`config.mk`:
```
export PLATFORM = sky130hd
export DESIGN_NAME = mem_access_stage
export DESIGN_NICKNAME = d
export VERILOG_FILES = /design/src/rtl/mem_access_stage.sv
export SDC_FILE = /design/constraint.sdc
export NUM_CORES = 1
export LEC_CHECK = 0
export BUFFER_PORTS_ARGS = -buffer_cell sky130_fd_sc_hd__clkbuf_2
export CORE_UTILIZATION = 52
export CTS_CLUSTER_DIAMETER = 50
export DETAILED_ROUTE_END_ITERATION = 8
export PLACE_DENSITY = 0.83
export SKIP_CTS_REPAIR_TIMING = 1
export SLEW_MARGIN = 10
export SYNTH_ARGS = -nofsm -noshare
export SYNTH_HDL_FRONTEND = slang
export SYNTH_SLANG_ARGS = --single-unit
```
`constraint.sdc`:
```
create_clock -name clk -period 3.3 [get_ports clk]
set_input_delay 0.66 -clock clk [delete_from_list [all_inputs] [get_ports clk]]
set_output_delay 0.66 -clock clk [all_outputs]
set_load 0.02 [all_outputs]
```
`src/rtl/mem_access_stage.sv`:
```
// mem_access_stage: MEM pipeline stage between the EX/MEM and MEM/WB latches.
// Issues data-memory loads/stores over a variable-latency req/ack handshake,
// holds the upstream pipeline while an access is outstanding, and aborts an
// access that waits MAX_WAIT edges without an acknowledge.
// Optional build macro: MEM_ALIGN_CHECK_EN rejects word-misaligned accesses.
//
// Handshake: dm_req rises on the issue edge and stays high, with dm_addr,
// dm_wdata and dm_we held constant, until the falling edge on which dm_ack=1
// is sampled (completion) or the wait budget runs out (abort). An ack seen
// while no request is outstanding is ignored. Upstream holds its EX/MEM
// outputs while stall=1 and advances on any edge where stall=0.
// All state updates happen on the falling edge of clk.
module mem_access_stage #(
   parameter int MAX_WAIT = 15,
   parameter int CNT_W    = 8
) (
   input  logic        clk,
   input  logic        rst,
   input  logic [1:0]  MEM_WB,
   input  logic [1:0]  MEM_M,
   input  logic [31:0] MEM_ALU_Output,
   input  logic [31:0] MEM_read_Rt,
   input  logic [4:0]  MEM_Rd,
   input  logic        dm_ack,
   input  logic [31:0] dm_rdata,
   output logic        dm_req,
   output logic        dm_we,
   output logic [31:0] dm_addr,
   output logic [31:0] dm_wdata,
   output logic        stall,
   output logic [1:0]  WB_WB,
   output logic [31:0] WB_read_data,
   output logic [31:0] WB_ALU_Output,
   output logic [4:0]  WB_Rd,
   output logic        mem_err
);

   typedef enum logic {S_IDLE, S_WAIT} state_t;

   localparam logic [CNT_W-1:0] LAST_CNT = CNT_W'(MAX_WAIT - 1);

   state_t            state_q;
   logic [CNT_W-1:0]  cnt_q;
   logic [CNT_W-1:0]  cnt_d;
   logic [1:0]        cap_wb_q;
   logic [4:0]        cap_rd_q;
   logic [31:0]       cap_alu_q;
   logic              cap_we_q;

   logic              dm_req_q;
   logic              dm_we_q;
   logic [31:0]       dm_addr_q;
   logic [31:0]       dm_wdata_q;
   logic [1:0]        wb_wb_q;
   logic [31:0]       wb_read_data_q;
   logic [31:0]       wb_alu_q;
   logic [4:0]        wb_rd_q;
   logic              mem_err_q;

   logic              mem_op;
   logic              misaligned;
   logic              timeout;
   logic              stall_c;

   assign mem_op = |MEM_M;

`ifdef MEM_ALIGN_CHECK_EN
   assign misaligned = mem_op && (MEM_ALU_Output[1:0] != 2'b00);
`else
   assign misaligned = 1'b0;
`endif

   assign timeout = (state_q == S_WAIT) && !dm_ack && (cnt_q == LAST_CNT);
   assign cnt_d   = cnt_q + 1'b1;

   // Stall while a request is being issued or is waiting for its ack; an ack
   // or the final timeout cycle lets upstream advance on the same edge.
   always_comb begin
      stall_c = 1'b0;
      case (state_q)
         S_IDLE:  stall_c = mem_op && !misaligned;
         S_WAIT:  stall_c = !dm_ack && !timeout;
         default: stall_c = 1'b0;
      endcase
   end

   // Reset forces stall low immediately, even with a memory op presented.
   assign stall = rst & stall_c;

   // Stage FSM with registered memory-port and write-back outputs.
   always_ff @(negedge clk or negedge rst) begin
      if (!rst) begin
         state_q        <= S_IDLE;
         cnt_q          <= '0;
         cap_wb_q       <= 2'b00;
         cap_rd_q       <= 5'd0;
         cap_alu_q      <= 32'd0;
         cap_we_q       <= 1'b0;
         dm_req_q       <= 1'b0;
         dm_we_q        <= 1'b0;
         dm_addr_q      <= 32'd0;
         dm_wdata_q     <= 32'd0;
         wb_wb_q        <= 2'b00;
         wb_read_data_q <= 32'd0;
         wb_alu_q       <= 32'd0;
         wb_rd_q        <= 5'd0;
         mem_err_q      <= 1'b0;
      end else begin
         // Nothing retires unless a branch below says so.
         wb_wb_q   <= 2'b00;
         mem_err_q <= 1'b0;
         case (state_q)
            S_IDLE: begin
               if (!mem_op) begin
                  wb_wb_q        <= MEM_WB;
                  wb_alu_q       <= MEM_ALU_Output;
                  wb_rd_q        <= MEM_Rd;
                  wb_read_data_q <= 32'd0;
               end else if (misaligned) begin
                  mem_err_q <= 1'b1;
               end else begin
                  cap_wb_q   <= MEM_WB;
                  cap_rd_q   <= MEM_Rd;
                  cap_alu_q  <= MEM_ALU_Output;
                  cap_we_q   <= MEM_M[0];
                  dm_req_q   <= 1'b1;
                  dm_we_q    <= MEM_M[0];
                  dm_addr_q  <= MEM_ALU_Output;
                  dm_wdata_q <= MEM_read_Rt;
                  cnt_q      <= '0;
                  state_q    <= S_WAIT;
               end
            end
            S_WAIT: begin
               if (dm_ack) begin
                  dm_req_q       <= 1'b0;
                  wb_wb_q        <= cap_wb_q;
                  wb_alu_q       <= cap_alu_q;
                  wb_rd_q        <= cap_rd_q;
                  wb_read_data_q <= cap_we_q ? 32'd0 : dm_rdata;
                  state_q        <= S_IDLE;
               end else if (timeout) begin
                  dm_req_q  <= 1'b0;
                  mem_err_q <= 1'b1;
                  state_q   <= S_IDLE;
               end else begin
                  cnt_q <= cnt_d;
               end
            end
            default: state_q <= S_IDLE;
         endcase
      end
   end

   assign dm_req        = dm_req_q;
   assign dm_we         = dm_we_q;
   assign dm_addr       = dm_addr_q;
   assign dm_wdata      = dm_wdata_q;
   assign WB_WB         = wb_wb_q;
   assign WB_read_data  = wb_read_data_q;
   assign WB_ALU_Output = wb_alu_q;
   assign WB_Rd         = wb_rd_q;
   assign mem_err       = mem_err_q;

endmodule
```
**After elaboration in Yosys (flattened, before gate mapping)**

Cells that the tools add are included.

- Register bits: 154
- Bits in latches: 0
- Memory bits (writable): 0
- Memory bits (read-only): 0
- Input bits: 108
- Output and inout bits: 139
- Logic and storage cells: 62
- Memories: 0

- $add $sub $neg: 1
- Multipliers: 0
- Div/mod/pow operators: 0
- Magnitude comparators: 0
- Eq/ne operators: 7
- Shifts and indexed selects: 0
- Muxes and demuxes: 29
- Bitwise gates (word level): 2
- Reduce and logical (&&, ||, !) cells: 10

Operator list:

| operator | count |
|---|---|
| 32-bit 2-to-1 mux | 5 |
| 32-bit one-hot mux with 2 select lines | 2 |
| 8-bit 2-to-1 mux | 3 |
| 8-bit one-hot mux with 2 select lines | 1 |
| 5-bit 2-to-1 mux | 2 |
| 2-bit inequality test (second input constant) | 5 |
| 5-bit one-hot mux with 2 select lines | 1 |
| 8-bit by 1-bit adder with 8-bit output (second input constant) | 1 |
| 8-bit by 4-bit == test with 1-bit output (second input constant) | 1 |
| 1-bit 2-to-1 mux | 8 |
| 1-bit one-hot mux with 2 select lines | 4 |
| 2-bit AND reduction | 3 |
| 2-bit 2-to-1 mux | 2 |
| 2-bit one-hot mux with 2 select lines | 1 |
| 1-bit logical AND | 3 |
| 3-bit by 2-bit inequality test with 1-bit output (second input constant) | 1 |
| 3-bit AND reduction | 1 |
| 1-bit zero test | 2 |
| 2-bit OR reduction | 1 |
| 1-bit AND | 1 |
| 1-bit inverter | 1 |

**Logic depth before layout (Yosys ltp)**

Gate-level depths: netlist of run 1.

- Depth after elaboration: 7
- Mapped depth: 6
- Mapped depth without buffers: 5

==> flow_summary.yaml, run 1 <==
power:
  p_int_mw: 5.586
  ir_drop_v: 0.0005830
  p_per_area_nw_per_um2: 943.7
  power.share.sequential_pct: 36.1
  combPwrFrac_pct: 42.0
  p_sw_share_pct: 35.14
  switchingPower_mw: 3.026
  power_mw: 8.611
  leakage_nw: 4.484
  pwr-share-clk_pct: 21.9
timing:
  finalHoldViolCount: 0
  tightest_slew_ns: 0.4449
  max_slew_margin_pct: 70.34
  fin_setup_tns_ns: -0.6853
  rsz0062_at_grt: "yes"
  final_max_slew_viol_count: 0
  final-setup-viol-count: 12
  fin_skew_ns: 0.01430
  setup_slack_ns: -0.6061
layout:
  fin_nets: 815
  postLayoutCoreUtil_pct: 78.57
  area_delta_synth_final_pct: 44.53
  seqCellArea_um2: 3854
  drive_gt1_share_pct: 64.21
  diodes: 0
  fill_cells: 637
  multi_input_area_um2: 2317
global_route:
  grt_pass1_wl_um: 23840
  grt_max_degree: 44
  antenna_found_initial: 0
  grt_pass1_vias: 4680
  grt.total_usage_pct: 24.73
  grt_overflow_total: 0
clock_tree:
  clk_latency_ns: 0.40
  htreeDepth: 4
  cts_buffer_depth: 2
  cts_buffers: 17
  cts.sinks: 154
  clkTransAtPathRegs_ns: 0.05
  cts_tree: "yes"
  root_buffer: "clkbuf_16"
die:
  initial_core_util_pct: 54.36
  die_h_um: 112.2
  rows: 39
  dieArea_um2: 12590
  die_w_um: 112.2
  io_pins: 247
  core_area_um2: 11610
routing:
  first_iter_violations: 227
  wl_per_cell_um: 20.18
  drc: 18
  vias: 4665
  firstDrtPassIters: 9
  via_per_inst: 5.418
  wirelength_um: 17380
  ant_nets: 0
setup_path:
  arrival_ns: 3.25
  r2r-start: "state_q$_DFF_NN0_"
  path_max_fanout: 2
  path_cells: "or3_1 -> o21ai_4 -> a21boi_4 -> buf_4"
  critPathLaunch: "cnt_q[4]$_DFFE_NN0P_"
  cp.depth: 4
  critPathLaunchType: "register"
  crit_slowest_cell: "or3_1"
  endpoint_kind: "output port"
  path_buf_inv: 1
  critical_path_required_ns: 2.64
  reg2regPathDepth: 5
  crit_path_end: "stall"
  cp_top_family: "simple AND/OR/NAND/NOR gates"
  path_class: "reg -> out"
  r2r_slack_ns: 1.37
  max_stage_delay_ns: 0.43
  reg2reg_to: "WB_ALU_Output[18]$_DFFE_NN0P_"
synthesis:
  synth.cell_area_um2: 6314
  synth_ff_type: "dfrtn_1"
  syn_area_per_cell_um2: 15.36
  syn_nets: 521
  synth_top_area_share_pct: 61.04
  synth_area_leaders: "dfrtn_1, mux2_2, a22o_1"
  yosysUniqueCellTypes: 32
  synth_most_common_cell: "dfrtn_1"
  yosys_warnings: 0
  async_flop_share_pct: 100.0
  postSynthCellCount: 411
  synth_seq_area_share_pct: 61.04
  yosys.area.top_type: "dfrtn_1"
  ys_seq_elements: 154
  synth_common_cells: "dfrtn_1, mux2_2, a22o_1"
  synth_edf_count: 0
min_path:
  hold_class: "reg -> reg"
placed_design:
  port_buffers: 246
  place.gp.congestion: 0.8114
  dp_hpwl_um: 11040
run_status:
  outcome: "finished with violations"
  violations: "DRC, setup timing"
run:
  cap_violations: 0
## worst register-to-register path: cells and delay by family (launching register included)
family          cells  cell delay [ns]
buf+inv             2             0.61
flops               1             0.45
compound gates      1             0.19
mux                 1             0.38
simple gates        1             0.13
## stage by stage
| stage | setup slack [ns] | hold WS, ns | cell area (um2) | instances |
|---|---|---|---|---|
| floorplan | -0.2288 | 0.4247 | 6347 | 411 |
| global placement | -0.2144 | 0.4339 | 7929 | 805 |
| detailed placement | -0.2673 | 0.4414 | 7929 | 805 |
| CTS | -0.6197 | 0.4413 | 8499 | 837 |
| global route | -0.6577 | 0.4527 | 9125 | 861 |
| finish | -0.6061 | 0.4329 | 9125 | 861 |
## worst min path at each step
stage,start,end,cells past startpoint
floorplan,cnt_q[0]$_DFFE_NN0P_,cnt_q[0]$_DFFE_NN0P_,1
global placement,WB_ALU_Output[13]$_DFFE_NN0P_,WB_ALU_Output[13]$_DFFE_NN0P_,1
detailed placement,WB_ALU_Output[23]$_DFFE_NN0P_,WB_ALU_Output[23]$_DFFE_NN0P_,1
CTS,WB_ALU_Output[23]$_DFFE_NN0P_,WB_ALU_Output[23]$_DFFE_NN0P_,1
global route,WB_ALU_Output[23]$_DFFE_NN0P_,WB_ALU_Output[23]$_DFFE_NN0P_,1
finish,WB_ALU_Output[23]$_DFFE_NN0P_,WB_ALU_Output[23]$_DFFE_NN0P_,1
## power by group through the flow
| stage | clock network [mW] | logic [mW] | registers, mW |
|---|---|---|---|
| global route | 2.00 | 3.80 | 3.18 |
| floorplan | 0 | 1.10 | 3.80 |
| detailed placement | 0 | 2.97 | 3.07 |
| global placement | 0 | 2.88 | 3.00 |
| finish | 1.89 | 3.61 | 3.11 |
| CTS | 1.91 | 2.98 | 3.04 |
## per-layer routing
metal | global-route usage (%) | vias to the layer above | routed length (um) | share of wire (%)
met3 | 7.613 | 17 | 1338 | 7.7
met4 | 9.778 | 0 | 197 | 1.1
met1 | 28.88 | 2339 | 6419 | 37
met2 | 42.73 | 221 | 9420 | 54
met5 | 0 | - | 0 | 0
li1 | - | 2088 | - | -
## cells by family (layout without fill, tap and decap cells)
group | Yosys count | count (layout) | synth area share (%)
fa+ha+maj | 2 | 2 | 0.3963
compound gates | 49 | 49 | 6.461
simple gates | 29 | 29 | 2.616
buf+inv | 26 | 333 | 2.655
mux | 151 | 151 | 26.83
flops | 154 | 154 | 61.04
## final cells by class
class	instances	share of cell area, %
clock buffer	19	4.854
clock inverter	13	1.399
inverter	1	0.04114
multi-input combinational	231	25.39
sequential	154	42.23
tap	143	1.961
timing repair buffer	300	24.12
## flip-flops by register name (all words and copies together), names as in the netlist
register       count
WB_read_data      32
dm_wdata          32
WB_WB              2
dm_we              1
state_q            1
WB_ALU_Output     32
cap_rd_q           5
WB_Rd              5
dm_req             1
cnt_q              8
cap_wb_q           2
mem_err            1
dm_addr           32
## placed cells by master (no fill, tap or decap), types with 4 or more instances in the layout
| cell | n |
|---|---|
| mux2_2 | 122 |
| buf_12 | 9 |
| dfrtn_1 | 154 |
| clkinv_2 | 6 |
| nand2_1 | 11 |
| buf_6 | 39 |
| clkinvlp_4 | 5 |
| mux2_1 | 24 |
| mux2i_1 | 5 |
| clkbuf_16 | 17 |
| buf_2 | 10 |
| nand3_1 | 4 |
| a22o_1 | 32 |
| buf_4 | 128 |
| clkbuf_2 | 114 |
No activity file was read; power rests on OpenSTA's default activity.
==> run 2, diff against run 1 <==
MAX_ROUTING_LAYER = met4   (was not set)
SKIP_LAST_GASP = 1   (was not set)
==> flow_summary.yaml, run 2 (synthesis gave the netlist of run 1 again) <==
run_status:
  outcome: "finished with violations"
  violations: "DRC, setup timing"
global_route:
  grt_max_degree: 44
  grt.total_usage_pct: 25.61
  grt_overflow_total: 0
  grt_pass1_vias: 4695
  grt_pass1_wl_um: 23850
  antenna_found_initial: 0
timing:
  final_max_slew_viol_count: 0
  whs_ns: 0.4325
  setup_slack_ns: -0.6051
  tightest_slew_ns: 0.4576
  rsz0062_at_grt: "yes"
  final-setup-viol-count: 11
  max_slew_margin_pct: 69.50
  fin_skew_ns: 0.01083
  finalHoldViolCount: 0
placed_design:
  dp_hpwl_um: 11040
  dp_slack_ns: -0.2673
  place.gp.congestion: 0.8233
  port_buffers: 246
routing:
  firstDrtPassIters: 7
  vias: 4656
  first_iter_violations: 264
  ant_nets: 0
  wirelength_um: 17180
  drc: 19
  wl_per_cell_um: 19.91
  via_per_inst: 5.395
power:
  ir_drop_v: 0.0005746
  leakage_nw: 4.507
  power_mw: 8.675
  p_per_area_nw_per_um2: 945.0
clock_tree:
  clk_latency_ns: 0.40
  root_buffer: "clkbuf_16"
  cts_buffers: 17
  cts.sinks: 154
  clkTransAtPathRegs_ns: 0.05
  cts_tree: "yes"
  htreeDepth: 4
  cts_buffer_depth: 2
die:
  io_pins: 247
  die_w_um: 112.2
  die_h_um: 112.2
  initial_core_util_pct: 54.36
  core_area_um2: 11610
  dieArea_um2: 12590
  rows: 39
setup_path:
  r2r_slack_ns: 1.34
  max_stage_delay_ns: 0.43
  arrival_ns: 3.25
  endpoint_kind: "output port"
  reg2regPathDepth: 5
  r2r-start: "state_q$_DFF_NN0_"
  critPathLaunchType: "register"
  critPathLaunch: "cnt_q[4]$_DFFE_NN0P_"
  path_cells: "or3_1 -> o21ai_4 -> a21boi_4 -> buf_4"
  crit_slowest_cell: "or3_1"
  path_max_fanout: 2
  reg2reg_to: "WB_ALU_Output[18]$_DFFE_NN0P_"
  path_class: "reg -> out"
  critical_path_required_ns: 2.64
layout:
  fill_cells: 620
  diodes: 0
  most-common-layout-cells: "dfrtn_1, buf_4, mux2_2"
  final_common_cell: "dfrtn_1"
  area_delta_synth_final_pct: 45.40
  drive_gt1_share_pct: 64.31
  fin_nets: 817
min_path:
  holdPathEnd: "WB_ALU_Output[23]$_DFFE_NN0P_"
  whs_path_depth: 1
  hold_class: "reg -> reg"
  hold_start: "WB_ALU_Output[23]$_DFFE_NN0P_"
run:
  cap_violations: 0
## run 2: routing by layer
| metal | share of wire, % | vias up | routed length [um] | global-route usage, % |
|---|---|---|---|---|
| met5 | 0 | - | 0 | - |
| met2 | 52 | 201 | 8994 | 42.82 |
| li1 | - | 2099 | - | - |
| met4 | 1.7 | 0 | 292 | 9.778 |
| met3 | 7.1 | 26 | 1228 | 6.857 |
| met1 | 39 | 2330 | 6668 | 29.62 |
## run 2: worst max-delay path: cells and delay by family, from the launching register on
kind,cells,cell delay (ns)
AO/OA/AOI/OAI,2,0.27
flip-flops,1,0.34
AND/OR/NAND/NOR,1,0.43
buffers and inverters,1,0.16
## run 2: worst max-delay path by stage
stage          slack (ns)                    to
6_report            -0.61                 stall
5_1_grt             -0.66                 stall
4_1_cts             -0.62                 stall
3_5_place_dp        -0.27  WB_Rd[4]$_DFFE_NN0P_
3_3_place_gp        -0.21  WB_Rd[2]$_DFFE_NN0P_
2_1_floorplan       -0.23                 stall
## run 2: report_power, final
group	switching, mW	internal [mW]
combinational	1.79	1.88
sequential	0.482	2.63
clock	0.774	1.12
## run 2: layout make-up
cell class,instances,area (um2),area share (%)
clock buffer,19,442.9,4.825
sequential,154,3854,41.98
clock inverter,13,127.6,1.390
inverter,1,3.754,0.04089
tap,143,178.9,1.949
multi-input combinational,231,2317,25.24
timing repair buffer,302,2256,24.57
## run 2: through the flow
stage,setup TNS [ns],utilization (%),cell area [um2],cells
2_1_floorplan,-0.4008,-,6347,411
3_3_place_gp,-21.13,68.27,7929,805
3_5_place_dp,-25.22,68.27,7929,805
4_1_cts,-2.297,73.18,8499,837
5_1_grt,-1.722,79.05,9180,863
6_report,-0.7156,79.05,9180,863
==> run 3, diff against run 2 <==
CORE_UTILIZATION = 50   (was 52)
GPL_ROUTABILITY_DRIVEN = 1   (was not set)
PLACE_DENSITY = 0.8   (was 0.83)
SETUP_SLACK_MARGIN = 0.15   (was not set)
==> flow_summary.yaml, run 3 (synthesis gave the netlist of run 1 again) <==
layout:
  seqCellArea_um2: 3854
  diodes: 0
  area_delta_synth_final_pct: 64.65
  multi_input_area_um2: 2648
  fin_cells: 945
  drive_gt1_share_pct: 70.14
  final_common_cell: "dfrtn_1"
  fin_nets: 874
  most-common-layout-cells: "dfrtn_1, buf_6, buf_4"
  fill_cells: 543
clock_tree:
  clkTransAtPathRegs_ns: 0.05
  cts_tree: "yes"
  root_buffer: "clkbuf_16"
  clk_latency_ns: 0.40
  htreeDepth: 4
  cts_buffer_depth: 2
  cts_buffers: 17
  cts.sinks: 154
die:
  io_pins: 247
  core_area_um2: 12160
  dieArea_um2: 13080
  rows: 40
  die_w_um: 114.4
  die_h_um: 114.4
  initial_core_util_pct: 51.91
setup_path:
  critPathLaunch: "cnt_q[1]$_DFFE_NN0P_"
  critical_path_required_ns: 2.64
  path_cells: "ha_1 -> nand4b_1 -> o21ai_4 -> a21boi_4 -> buf_2"
  path_class: "reg -> out"
  r2r-start: "state_q$_DFF_NN0_"
  cp.depth: 5
  crit_slowest_cell: "dfrtn_1"
  max_stage_delay_ns: 0.42
  path_buf_inv: 1
  path_max_fanout: 2
  endpoint_kind: "output port"
  cp_top_family: "flip-flops"
  reg2reg_to: "WB_ALU_Output[19]$_DFFE_NN0P_"
  arrival_ns: 3.27
  reg2regPathDepth: 4
  crit_path_end: "stall"
  r2r_slack_ns: 1.30
  critPathLaunchType: "register"
routing:
  vias: 5048
  wl_per_cell_um: 21.92
  first_iter_violations: 243
  drc: 0
  ant_nets: 0
  via_per_inst: 5.342
  wirelength_um: 20710
  firstDrtPassIters: 4
timing:
  setup_slack_ns: -0.6328
  final-setup-viol-count: 27
  fin_skew_ns: 0.01270
  whs_ns: 0.4499
  fin_setup_tns_ns: -1.205
  rsz0062_at_grt: "yes"
  finalHoldViolCount: 0
  final_max_slew_viol_count: 0
  tightest_slew_ns: 0.5009
  max_slew_margin_pct: 66.60
run_status:
  violations: "setup timing"
  outcome: "finished with violations"
power:
  ir_drop_v: 0.0005200
  pwr-share-clk_pct: 21.3
  p_sw_share_pct: 34.09
  combPwrFrac_pct: 46.8
  power.share.sequential_pct: 31.8
  leakage_nw: 5.330
  p_per_area_nw_per_um2: 982.8
  switchingPower_mw: 3.483
  p_int_mw: 6.734
placed_design:
  place_inst: 832
  port_buffers: 246
  dp_hpwl_um: 11020
  place.gp.congestion: 0.8584
  dp_slack_ns: -0.2189
global_route:
  grt.total_usage_pct: 25.93
  grt_pass1_vias: 4820
  grt_pass1_wl_um: 25100
  grt_max_degree: 44
  antenna_found_initial: 0
  grt_overflow_total: 0
min_path:
  hold_class: "reg -> reg"
run:
  cap_violations: 0
[run 3: final cells by class]
cell class | count | share of cell area [%]
repair buffers | 359 | 29.16
multi-input cells | 231 | 25.47
flip-flops and latches | 154 | 37.07
clock inverters | 15 | 2.143
inverters | 1 | 0.03611
well taps | 168 | 2.022
clock buffers | 17 | 4.092
[run 3: worst min path at each step]
stage	from	end	slack, ns	cells after the start
detailed placement	cap_rd_q[4]$_DFFE_NN0P_	cap_rd_q[4]$_DFFE_NN0P_	0.45	1
CTS	cap_rd_q[3]$_DFFE_NN0P_	cap_rd_q[3]$_DFFE_NN0P_	0.45	1
floorplan	cnt_q[0]$_DFFE_NN0P_	cnt_q[0]$_DFFE_NN0P_	0.42	1
global route	cap_rd_q[3]$_DFFE_NN0P_	cap_rd_q[3]$_DFFE_NN0P_	0.47	1
finish	cap_rd_q[3]$_DFFE_NN0P_	cap_rd_q[3]$_DFFE_NN0P_	0.45	1
global placement	cap_rd_q[2]$_DFFE_NN0P_	cap_rd_q[2]$_DFFE_NN0P_	0.44	1
[run 3: metrics by stage]
| stage | utilization (%) | area [um2] | total power [mW] |
|---|---|---|---|
| 3_3_place_gp | 68.09 | 8280 | 6.275 |
| 5_1_grt | 85.47 | 10400 | 10.55 |
| 4_1_cts | 73.42 | 8929 | 8.607 |
| 3_5_place_dp | 68.09 | 8280 | 6.409 |
| 2_1_floorplan | - | 6769 | 5.310 |
| 6_report | 85.47 | 10400 | 10.22 |
[run 3: metal layers]
metal | vias up | routed length [um] | track usage [%] | part of all wire [%]
met4 | 0 | 686 | 8.225 | 3.3
met1 | 2558 | 7981 | 30.12 | 39
met3 | 58 | 1251 | 6.511 | 6.0
li1 | 2199 | - | - | -
met2 | 233 | 10790 | 44.24 | 52
met5 | - | 0 | - | 0
[run 3: power by group through the flow]
stage                     Clock, mW  Combinational [mW]  Sequential [mW]
after global placement            0                3.23             3.04
after global routing           2.28                4.98             3.30
after detailed placement          0                3.32             3.08
after floorplan                   0                1.49             3.82
after CTS                      2.16                3.35             3.09
final                          2.18                4.78             3.25
